<file path="src/rtl/char_ram_write_arbiter_if.sv">
// Write-request and RAM write-port bundle shared by the spawner, eraser and arbiter.
interface char_ram_write_arbiter_if #(
  parameter int unsigned ADDR_W = 12,
  parameter int unsigned DATA_W = 8
);
  logic              clear_req;
  logic              erase_req;
  logic [ADDR_W-1:0] erase_addr;
  logic              erase_ack;
  logic              spawn_req;
  logic [6:0]        spawn_col;
  logic [4:0]        spawn_row;
  logic [DATA_W-1:0] spawn_char;
  logic              spawn_ack;
  logic              drop;
  logic [ADDR_W-1:0] ram_waddr;
  logic [DATA_W-1:0] ram_wdata;
  logic              ram_wren;
  logic              busy;
  logic [7:0]        hit_count;

  modport master (
    output clear_req, erase_req, erase_addr, spawn_req, spawn_col, spawn_row, spawn_char,
    input  erase_ack, spawn_ack, drop, ram_waddr, ram_wdata, ram_wren, busy, hit_count
  );

  modport slave (
    input  clear_req, erase_req, erase_addr, spawn_req, spawn_col, spawn_row, spawn_char,
    output erase_ack, spawn_ack, drop, ram_waddr, ram_wdata, ram_wren, busy, hit_count
  );
endinterface

</file>
<file path="src/rtl/char_ram_write_arbiter.sv">
// Single write-port owner for the character RAM: clear sweep, round-robin
// spawn/erase arbitration, and the hit score.
module char_ram_write_arbiter #(
  parameter int unsigned COLS   = 70,
  parameter int unsigned ROWS   = 30,
  parameter int unsigned ADDR_W = 12,
  parameter int unsigned DATA_W = 8
) (
  input  logic                    clk,
  input  logic                    reset,
  char_ram_write_arbiter_if.slave bus
);

  localparam int unsigned CELLS = COLS * ROWS;

  typedef enum logic {ST_CLEAR, ST_SERVE} state_t;

  state_t            state_q, state_d;
  logic [ADDR_W-1:0] sweep_q, sweep_d;
  logic              last_spawn_q, last_spawn_d;
  logic              erase_ack_q, erase_ack_d;
  logic              spawn_ack_q, spawn_ack_d;
  logic              drop_q, drop_d;
  logic              wren_q, wren_d;
  logic [ADDR_W-1:0] waddr_q, waddr_d;
  logic [DATA_W-1:0] wdata_q, wdata_d;
  logic              busy_q, busy_d;
  logic [7:0]        hit_q, hit_d;

  logic              erase_elig, spawn_elig;
  logic              grant_erase, grant_spawn;
  logic              erase_ok, spawn_ok;
  logic [ADDR_W-1:0] spawn_addr;

  // State and registered outputs
  always_ff @(posedge clk) begin
    if (reset) begin
      state_q      <= ST_CLEAR;
      sweep_q      <= '0;
      last_spawn_q <= 1'b1;
      erase_ack_q  <= 1'b0;
      spawn_ack_q  <= 1'b0;
      drop_q       <= 1'b0;
      wren_q       <= 1'b0;
      waddr_q      <= '0;
      wdata_q      <= '0;
      busy_q       <= 1'b1;
      hit_q        <= '0;
    end else begin
      state_q      <= state_d;
      sweep_q      <= sweep_d;
      last_spawn_q <= last_spawn_d;
      erase_ack_q  <= erase_ack_d;
      spawn_ack_q  <= spawn_ack_d;
      drop_q       <= drop_d;
      wren_q       <= wren_d;
      waddr_q      <= waddr_d;
      wdata_q      <= wdata_d;
      busy_q       <= busy_d;
      hit_q        <= hit_d;
    end
  end

  // Next state, arbitration and write selection
  always_comb begin
    state_d      = state_q;
    sweep_d      = sweep_q;
    last_spawn_d = last_spawn_q;
    erase_ack_d  = 1'b0;
    spawn_ack_d  = 1'b0;
    drop_d       = 1'b0;
    wren_d       = 1'b0;
    waddr_d      = waddr_q;
    wdata_d      = wdata_q;
    hit_d        = hit_q;
    busy_d       = (state_q == ST_CLEAR);

    // A requester whose ack is currently high is dropping its req; skip it.
    erase_elig  = bus.erase_req && !erase_ack_q;
    spawn_elig  = bus.spawn_req && !spawn_ack_q;
    grant_erase = erase_elig && (!spawn_elig || last_spawn_q);
    grant_spawn = spawn_elig && !grant_erase;
    erase_ok    = 32'(bus.erase_addr) < CELLS;
    spawn_ok    = (32'(bus.spawn_col) < COLS) && (32'(bus.spawn_row) < ROWS);
    spawn_addr  = ADDR_W'(bus.spawn_row) * ADDR_W'(COLS) + ADDR_W'(bus.spawn_col);

    if (bus.clear_req) begin
      state_d      = ST_CLEAR;
      sweep_d      = '0;
      hit_d        = '0;
      last_spawn_d = 1'b1;
      busy_d       = 1'b1;
    end else begin
      case (state_q)
        ST_CLEAR: begin
          wren_d  = 1'b1;
          waddr_d = sweep_q;
          wdata_d = '0;
          if (sweep_q == ADDR_W'(CELLS - 1)) begin
            state_d = ST_SERVE;
            sweep_d = '0;
          end else begin
            sweep_d = sweep_q + ADDR_W'(1);
          end
        end
        ST_SERVE: begin
          if (grant_erase) begin
            erase_ack_d  = 1'b1;
            last_spawn_d = 1'b0;
            if (erase_ok) begin
              wren_d  = 1'b1;
              waddr_d = bus.erase_addr;
              wdata_d = '0;
              hit_d   = hit_q + 8'd1;
            end else begin
              drop_d = 1'b1;
            end
          end else if (grant_spawn) begin
            spawn_ack_d  = 1'b1;
            last_spawn_d = 1'b1;
            if (spawn_ok) begin
              wren_d  = 1'b1;
              waddr_d = spawn_addr;
              wdata_d = bus.spawn_char;
            end else begin
              drop_d = 1'b1;
            end
          end
        end
        default: state_d = ST_CLEAR;
      endcase
    end
  end

  assign bus.erase_ack = erase_ack_q;
  assign bus.spawn_ack = spawn_ack_q;
  assign bus.drop      = drop_q;
  assign bus.ram_wren  = wren_q;
  assign bus.ram_waddr = waddr_q;
  assign bus.ram_wdata = wdata_q;
  assign bus.busy      = busy_q;
  assign bus.hit_count = hit_q;

endmodule
</file>
<file path="src/flat_wrapper.sv">
// flat-port wrapper written by rule: the top's interface ports become plain ports
module char_ram_write_arbiter_flat 
#(
  parameter int unsigned COLS   = 70,
  parameter int unsigned ROWS   = 30,
  parameter int unsigned ADDR_W = 12,
  parameter int unsigned DATA_W = 8
)
  (clk, reset, bus_clear_req, bus_erase_req, bus_erase_addr, bus_spawn_req, bus_spawn_col, bus_spawn_row, bus_spawn_char, bus_erase_ack, bus_spawn_ack, bus_drop, bus_ram_waddr, bus_ram_wdata, bus_ram_wren, bus_busy, bus_hit_count);
  char_ram_write_arbiter_if #(.ADDR_W(ADDR_W), .DATA_W(DATA_W)) bus_i ();
  input  logic clk;
  input  logic reset;
  input wire logic [$bits(bus_i.clear_req)-1:0] bus_clear_req;
  input wire logic [$bits(bus_i.erase_req)-1:0] bus_erase_req;
  input wire logic [$bits(bus_i.erase_addr)-1:0] bus_erase_addr;
  input wire logic [$bits(bus_i.spawn_req)-1:0] bus_spawn_req;
  input wire logic [$bits(bus_i.spawn_col)-1:0] bus_spawn_col;
  input wire logic [$bits(bus_i.spawn_row)-1:0] bus_spawn_row;
  input wire logic [$bits(bus_i.spawn_char)-1:0] bus_spawn_char;
  output wire logic [$bits(bus_i.erase_ack)-1:0] bus_erase_ack;
  output wire logic [$bits(bus_i.spawn_ack)-1:0] bus_spawn_ack;
  output wire logic [$bits(bus_i.drop)-1:0] bus_drop;
  output wire logic [$bits(bus_i.ram_waddr)-1:0] bus_ram_waddr;
  output wire logic [$bits(bus_i.ram_wdata)-1:0] bus_ram_wdata;
  output wire logic [$bits(bus_i.ram_wren)-1:0] bus_ram_wren;
  output wire logic [$bits(bus_i.busy)-1:0] bus_busy;
  output wire logic [$bits(bus_i.hit_count)-1:0] bus_hit_count;
  assign bus_i.clear_req = bus_clear_req;
  assign bus_i.erase_req = bus_erase_req;
  assign bus_i.erase_addr = bus_erase_addr;
  assign bus_i.spawn_req = bus_spawn_req;
  assign bus_i.spawn_col = bus_spawn_col;
  assign bus_i.spawn_row = bus_spawn_row;
  assign bus_i.spawn_char = bus_spawn_char;
  assign bus_erase_ack = bus_i.erase_ack;
  assign bus_spawn_ack = bus_i.spawn_ack;
  assign bus_drop = bus_i.drop;
  assign bus_ram_waddr = bus_i.ram_waddr;
  assign bus_ram_wdata = bus_i.ram_wdata;
  assign bus_ram_wren = bus_i.ram_wren;
  assign bus_busy = bus_i.busy;
  assign bus_hit_count = bus_i.hit_count;
  char_ram_write_arbiter #(.COLS(COLS), .ROWS(ROWS), .ADDR_W(ADDR_W), .DATA_W(DATA_W)) u_core (.clk(clk), .reset(reset), .bus(bus_i));
endmodule
</file>
<file path="config.mk">
export PLATFORM = sky130hd
export DESIGN_NAME = char_ram_write_arbiter_flat
export DESIGN_NICKNAME = d
export VERILOG_FILES = /design/src/rtl/char_ram_write_arbiter_if.sv /design/src/rtl/char_ram_write_arbiter.sv /design/src/flat_wrapper.sv
export SDC_FILE = /design/constraint.sdc
export NUM_CORES = 1
export LEC_CHECK = 0
export CAP_MARGIN = 20
export CORE_ASPECT_RATIO = 0.9
export CORE_MARGIN = 10
export CORE_UTILIZATION = 50
export DETAILED_ROUTE_END_ITERATION = 12
export PLACE_DENSITY = 0.76
export SLEW_MARGIN = 40
export SYNTH_ARGS = -nofsm -noshare
export SYNTH_HDL_FRONTEND = slang
export SYNTH_SLANG_ARGS = --single-unit
</file>
<file path="constraint.sdc">
create_clock -name clk -period 4.1 [get_ports clk]
set_input_delay 0.82 -clock clk [delete_from_list [all_inputs] [get_ports clk]]
set_output_delay 0.82 -clock clk [all_outputs]
set_load 0.03 [all_outputs]
</file>
==> results of run 1 <==
-- area by class of cell --
| type | instances | area, um2 |
|---|---|---|
| inverters | 12 | 45.0 |
| clock inverters | 1 | 30.0 |
| well taps | 70 | 87.6 |
| multi-input cells | 281 | 1840 |
| fillers | 496 | 1900 |
| clock buffers | 6 | 72.6 |
| repair buffers | 76 | 743 |
| flip-flops and latches | 47 | 941 |
-- where the power goes --
part	switching (mW)	total (mW)	internal, mW
sequential	0.00270	0.463	0.460
combinational	0.139	0.254	0.115
clock	0.148	0.327	0.179
-- worst max-delay path by stage --
stage	start	endpoint	slack [ps]	cells after the start
3_5_place_dp	bus_spawn_row[3]	u_core.bus.ram_waddr[10]	20	15
4_1_cts	bus_spawn_row[3]	u_core.bus.ram_waddr[10]	330	15
2_1_floorplan	bus_spawn_row[3]	u_core.bus.ram_waddr[10]	710	14
5_1_grt	bus_spawn_row[3]	u_core.bus.ram_waddr[10]	120	15
6_report	bus_spawn_row[3]	u_core.bus.ram_waddr[10]	320	15
3_3_place_gp	bus_spawn_row[3]	u_core.bus.ram_waddr[10]	160	15
-- synth_stat cells, drive strengths merged (2+ instances only) --
| cell type | number | area, um2 |
|---|---|---|
| a211o | 2 | 17.5 |
| a211oi | 6 | 45.0 |
| a21o | 2 | 15.0 |
| a21oi | 26 | 134 |
| a311oi | 2 | 17.5 |
| a31o | 2 | 17.5 |
| a31oi | 5 | 52.6 |
| and2 | 3 | 18.8 |
| and3 | 9 | 56.3 |
| buf | 9 | 50.1 |
| clkbuf | 7 | 26.3 |
| dfxtp | 47 | 941 |
| fa | 2 | 40.0 |
| ha | 22 | 275 |
| inv | 12 | 45.0 |
| mux2i | 3 | 30.0 |
| nand2 | 40 | 153 |
| nand2b | 2 | 12.5 |
| nand3 | 15 | 75.1 |
| nand3b | 2 | 15.0 |
| nand4 | 5 | 31.3 |
| nor2 | 37 | 139 |
| nor2b | 7 | 46.3 |
| nor3 | 13 | 65.1 |
| nor4 | 3 | 25.0 |
| o211ai | 9 | 67.6 |
| o21a | 3 | 22.5 |
| o21ai | 15 | 75.1 |
| o21bai | 4 | 33.8 |
| o31ai | 2 | 15.0 |
| or3 | 4 | 25.0 |
| xnor2 | 13 | 114 |
| xor2 | 12 | 105 |
-- metrics by stage --
stage                     hold slack, ps   util  cells
final                                453  0.664    493
after global routing                 481  0.664    493
after CTS                            454  0.664    493
after detailed placement             442  0.646    486
after global placement               437  0.646    486
after floorplan                      494      -    356
-- sequential cells by signal, summed over array words and instances (netlist names) --
signal	count
u_core.sweep_q	12
u_core.bus.ram_waddr	12
u_core.bus.ram_wren	1
u_core.bus.ram_wdata	8
u_core.bus.drop	1
u_core.bus.erase_ack	1
u_core.bus.spawn_ack	1
u_core.last_spawn_q	1
u_core.state_q	1
u_core.bus.hit_count	8
u_core.bus.busy	1
-- logic make-up (layout without fill, tap and decap cells) --
family | count (synthesis) | in the layout | share of synthesized area
xor+xnor | 25 | 25 | 0.0754
flops | 47 | 47 | 0.324
mux | 3 | 3 | 0.0103
buf+inv | 28 | 95 | 0.0418
fa+ha+maj | 24 | 24 | 0.109
compound gates | 85 | 85 | 0.201
simple gates | 144 | 144 | 0.238
-- metal layers --
layer	GRT usage	part of all wire	vias to the layer above
met4	0.0553	0.017	0
met3	0.0585	0.081	13
met1	0.230	0.46	1339
met5	0	0	-
li1	-	-	1403
met2	0.282	0.44	98
-- worst reg2reg max path: stages (launching register included) --
cell      delay, ps
dfxtp_1         810
o211ai_1        340
or3_1           440
o31ai_1         130
and3_1          210
a211o_1         120
==> results.py, run 1 <==
metrics = {
    "outcome": {
        "status": "finished, final reports clean",
    },
    "cells_and_area": {
        "fin_nets": 484,
        "final_cell_mix": "clkdlybuf4s50_1 (69), dfxtp_1 (47), nand2_1 (39)",
        "syn_to_final_growth_pct": 29.5,
        "final_common_cell": "clkdlybuf4s50_1",
        "drive_gt1_frac": 0.0544,
        "fin_area_mm2": 0.00376,
        "n_antenna_cell": 0,
    },
    "placed_design": {
        "dpl_worst_slack_ps": 17.3,
        "post-dp-hpwl_mm": 6.50,
        "io_buffers": 69,
        "placed_area_mm2": 0.00366,
        "gp_congestion": 0.895,
    },
    "logic_synthesis": {
        "synth-async-reset-ratio": 0,
        "avgSynthCellArea_um2": 8.15,
        "synth_cells": 356,
        "yosysUniqueCellTypes": 56,
        "ys.flop_type": "dfxtp_1",
        "synth.cell_area_mm2": 0.00290,
        "syn_nets": 417,
        "ys_warn_count": 0,
        "synth-seq-cells": 47,
        "ys_seq_area_frac": 0.324,
        "synth_edf_count": 0,
    },
    "worst_setup_path": {
        "path_buf_inv": 3,
        "end_kind": "flip-flop",
        "critical-path-top-delay-family": "adder cells",
        "required_ps": 4260,
        "cpMostUsedCell": "ha_1",
        "r2r_end": "u_core.bus.ram_waddr[11]",
        "path_max_fanout": 4,
        "reg2reg_depth": 5,
        "cp_slowest_stage_delay_ps": 480,
        "crit_chain": "clkdlybuf4s50_1 > inv_1 > ha_1 > inv_1 > ha_1 > ha_1 > a31oi_2 > xor2_1 > ha_1 > nor2_1 > nor2_1 > nand2_1 > nor4_2 > mux2i_1 > a311oi_1",
        "reg2reg_from": "u_core.state_q",
        "critPathSlowestCell": "clkdlybuf4s50_1",
        "critical_path_class": "in -> reg",
        "start_kind": "primary input",
        "r2r_setup_slack_ps": 2010,
        "cp.arrival_ps": 3940,
    },
    "floorplanning": {
        "io_pins": 70,
        "die_area_mm2": 0.00926,
        "design.core.area_mm2": 0.00566,
        "rows": 26,
        "start_util": 0.513,
        "die_w_um": 100,
        "die_y_um": 92.3,
    },
    "power": {
        "p_per_area_mw_per_mm2": 278,
        "power_mw": 1.04,
        "p_leak_nw": 1.40,
        "ir_worst_vdd_uv": 199,
    },
    "timing": {
        "finalCritPeriodShare": 0.922,
        "slew_headroom": 0.506,
        "worst_slew_pin_slew_ps": 741,
        "hold_violations": 0,
        "finClkSkew_ps": 4.67,
        "setup_violations": 0,
        "period_needed_ps": 3780,
        "slew_viol_final": 0,
        "fmax_mhz": 265,
        "rsz0062_at_grt": "no",
        "finalSetupTns_ps": 0,
        "timing.final.ws_setup_ps": 322,
    },
    "detailed_routing": {
        "drc": 0,
        "drt_wl_total_mm": 8.20,
        "wl_per_cell_um": 16.6,
        "dr.pass1.iters": 4,
        "ant_nets": 0,
        "drtIter0Drc": 185,
        "vias": 2853,
        "via_per_inst": 5.79,
    },
    "clock_tree": {
        "clkLatencyLatePin_ps": 300,
        "cts_tree": "built",
        "ctsLongestPathBuffers": 2,
        "clkSinkCount": 47,
        "root_buffer": "clkbuf_8",
        "htree_levels": 2,
        "post_cts_resized": 0,
        "post_cts_buffers": 0,
        "cts_buffers": 5,
        "hold_buffers": 0,
        "clk_pin_slew_ps": 80,
    },
    "flow_run": {
        "drv_cap": 0,
    },
    "grt": {
        "grt_max_degree": 28,
        "grt-ovfl-total": 0,
        "grt_pass1_vias": 2915,
        "antenna_found_initial": 0,
        "track_usage": 0.181,
        "grt_pass1_wl_mm": 13.9,
    },
    "min_path": {
        "hold_path_end": "u_core.bus.ram_wdata[7]",
        "hold_depth": 2,
        "hold_class": "reg -> reg",
        "min_from": "u_core.bus.ram_wdata[7]",
    },
}
Note: power is estimated with default switching activity, not from simulation.
==> run 2, diff against run 1 <==
--- a/config.mk
+++ b/config.mk
@@ -9,6 +9,7 @@
 export CORE_ASPECT_RATIO = 0.9
 export CORE_MARGIN = 10
 export CORE_UTILIZATION = 50
+export CTS_BUF_LIST = sky130_fd_sc_hd__clkbuf_4 sky130_fd_sc_hd__clkbuf_8 sky130_fd_sc_hd__clkbuf_16
 export DETAILED_ROUTE_END_ITERATION = 12
 export PLACE_DENSITY = 0.76
 export SLEW_MARGIN = 40
==> results.py, run 2 (same netlist as run 1, synthesis figures left out) <==
metrics = {
    "outcome": {
        "status": "finished, final reports clean",
    },
    "timing": {
        "rsz0062_at_grt": "no",
        "period_needed_ps": 3780,
        "finalSetupTns_ps": 0,
        "hold_violations": 0,
        "slew_viol_final": 0,
        "slew_headroom": 0.501,
        "finClkSkew_ps": 4.87,
        "worst_slew_pin_slew_ps": 748,
        "fmax_mhz": 265,
        "setup_violations": 0,
        "finalCritPeriodShare": 0.921,
    },
    "cells_and_area": {
        "fin_nets": 484,
        "fin_area_mm2": 0.00376,
        "final_common_cell": "clkdlybuf4s50_1",
        "ff_latch_area_um2": 941,
        "drive_gt1_frac": 0.0567,
        "final_cell_mix": "clkdlybuf4s50_1 (69), dfxtp_1 (47), nand2_1 (39)",
        "num-fill-cells": 496,
        "syn_to_final_growth_pct": 29.7,
        "n_antenna_cell": 0,
        "multi_input_area_mm2": 0.00184,
    },
    "power": {
        "ir_worst_vdd_uv": 199,
        "power_mw": 1.05,
        "p_leak_nw": 1.40,
        "p_per_area_mw_per_mm2": 279,
    },
    "clock_tree": {
        "cts_buffers": 5,
        "post_cts_buffers": 0,
        "cts_tree": "built",
        "root_buffer": "clkbuf_8",
        "ctsLongestPathBuffers": 2,
        "clkSinkCount": 47,
        "hold_buffers": 0,
        "htree_levels": 2,
        "post_cts_resized": 0,
        "clk_pin_slew_ps": 80,
        "clkLatencyLatePin_ps": 300,
    },
    "grt": {
        "top_usage_layer": "met2",
        "grt_pass1_wl_mm": 13.9,
        "track_usage": 0.181,
        "grtUsageMet2": 0.282,
        "antenna_found_initial": 0,
        "grt_pass1_vias": 2915,
        "grt-ovfl-total": 0,
        "grt_max_degree": 28,
        "use_met1": 0.230,
        "grt_use_met3": 0.0585,
    },
    "min_path": {
        "min_from": "u_core.bus.ram_wdata[7]",
        "hold_class": "reg -> reg",
    },
    "floorplanning": {
        "design.core.area_mm2": 0.00566,
        "die_y_um": 92.3,
        "rows": 26,
        "start_util": 0.513,
        "io_pins": 70,
        "die_w_um": 100,
        "die_area_mm2": 0.00926,
    },
    "worst_setup_path": {
        "critical_path_class": "in -> reg",
        "required_ps": 4260,
        "path_max_fanout": 4,
        "crit_path_start": "bus_spawn_row[3]",
        "cp.arrival_ps": 3940,
        "reg2reg_from": "u_core.state_q",
        "cpMostUsedCell": "ha_1",
        "end_kind": "flip-flop",
        "critPathSlowestCell": "clkdlybuf4s50_1",
        "start_kind": "primary input",
        "crit_chain": "clkdlybuf4s50_1 > inv_1 > ha_1 > inv_1 > ha_1 > ha_1 > a31oi_2 > xor2_1 > ha_1 > nor2_1 > nor2_1 > nand2_1 > nor4_2 > mux2i_1 > a311oi_1",
        "cp_slowest_stage_delay_ps": 480,
    },
    "detailed_routing": {
        "drt_wl_total_mm": 8.23,
        "drc": 0,
        "ant_nets": 0,
        "vias": 2864,
        "via_per_inst": 5.81,
        "drtIter0Drc": 185,
        "wl_per_cell_um": 16.7,
        "dr.pass1.iters": 4,
    },
    "placed_design": {
        "gp_congestion": 0.895,
        "io_buffers": 69,
        "placed_area_mm2": 0.00366,
        "post-dp-hpwl_mm": 6.50,
    },
    "flow_run": {
        "drv_cap": 0,
    },
}
[run 2: cell count changes in the layout (fill, tap and decap cells not counted)]
cell,delta
clkbuf_1,-1
clkbuf_4,+1
[run 2: where the power goes]
| group | internal [mW] | switching [mW] |
|---|---|---|
| Sequential | 0.460 | 0.00270 |
| Clock | 0.185 | 0.148 |
| Combinational | 0.115 | 0.139 |
| Total | 0.760 | 0.290 |
[run 2: stage by stage]
| stage | utilization | hold WS, ps | std cells | worst slack, ps |
|---|---|---|---|---|
| detailed placement | 0.646 | 442 | 486 | 17.3 |
| finish | 0.665 | 453 | 493 | 323 |
| global placement | 0.646 | 437 | 486 | 156 |
| global route | 0.665 | 481 | 493 | 122 |
| CTS | 0.665 | 454 | 493 | 329 |
| floorplan | - | 494 | 356 | 708 |
[run 2: layout make-up]
type,instances,area share
Clock inverter,1,0.00798
Sequential cell,47,0.250
Multi-Input combinational cell,281,0.489
Tap cell,70,0.0233
Clock buffer,6,0.0203
Timing Repair Buffer,76,0.197
Inverter,12,0.0120
[run 2: metal layers]
metal  up-vias  wire length [um]
met1      1350              3750
li1       1402                 -
met3        13               684
met5         -                 0
met4         0               142
met2        99              3650
[run 2: final timing paths]
| check | endpoint | slack [ps] | cells after the start |
|---|---|---|---|
| worst max register to register | u_core.bus.ram_waddr[11] | 2010 | 5 |
| worst min-delay path | u_core.bus.ram_wdata[7] | 450 | 2 |
| worst max-delay path | u_core.bus.ram_waddr[10] | 320 | 15 |
| worst min register to register | u_core.bus.ram_wdata[7] | 450 | 2 |
[run 2: critical path, delay by kind of cell]
family	cells	cell delay, ps
AND/OR/NAND/NOR	4	610
multiplexers	1	230
XOR/XNOR	1	100
adder cells (fa/ha/maj)	4	1250
AO/OA/AOI/OAI	2	340
buffers and inverters	3	600
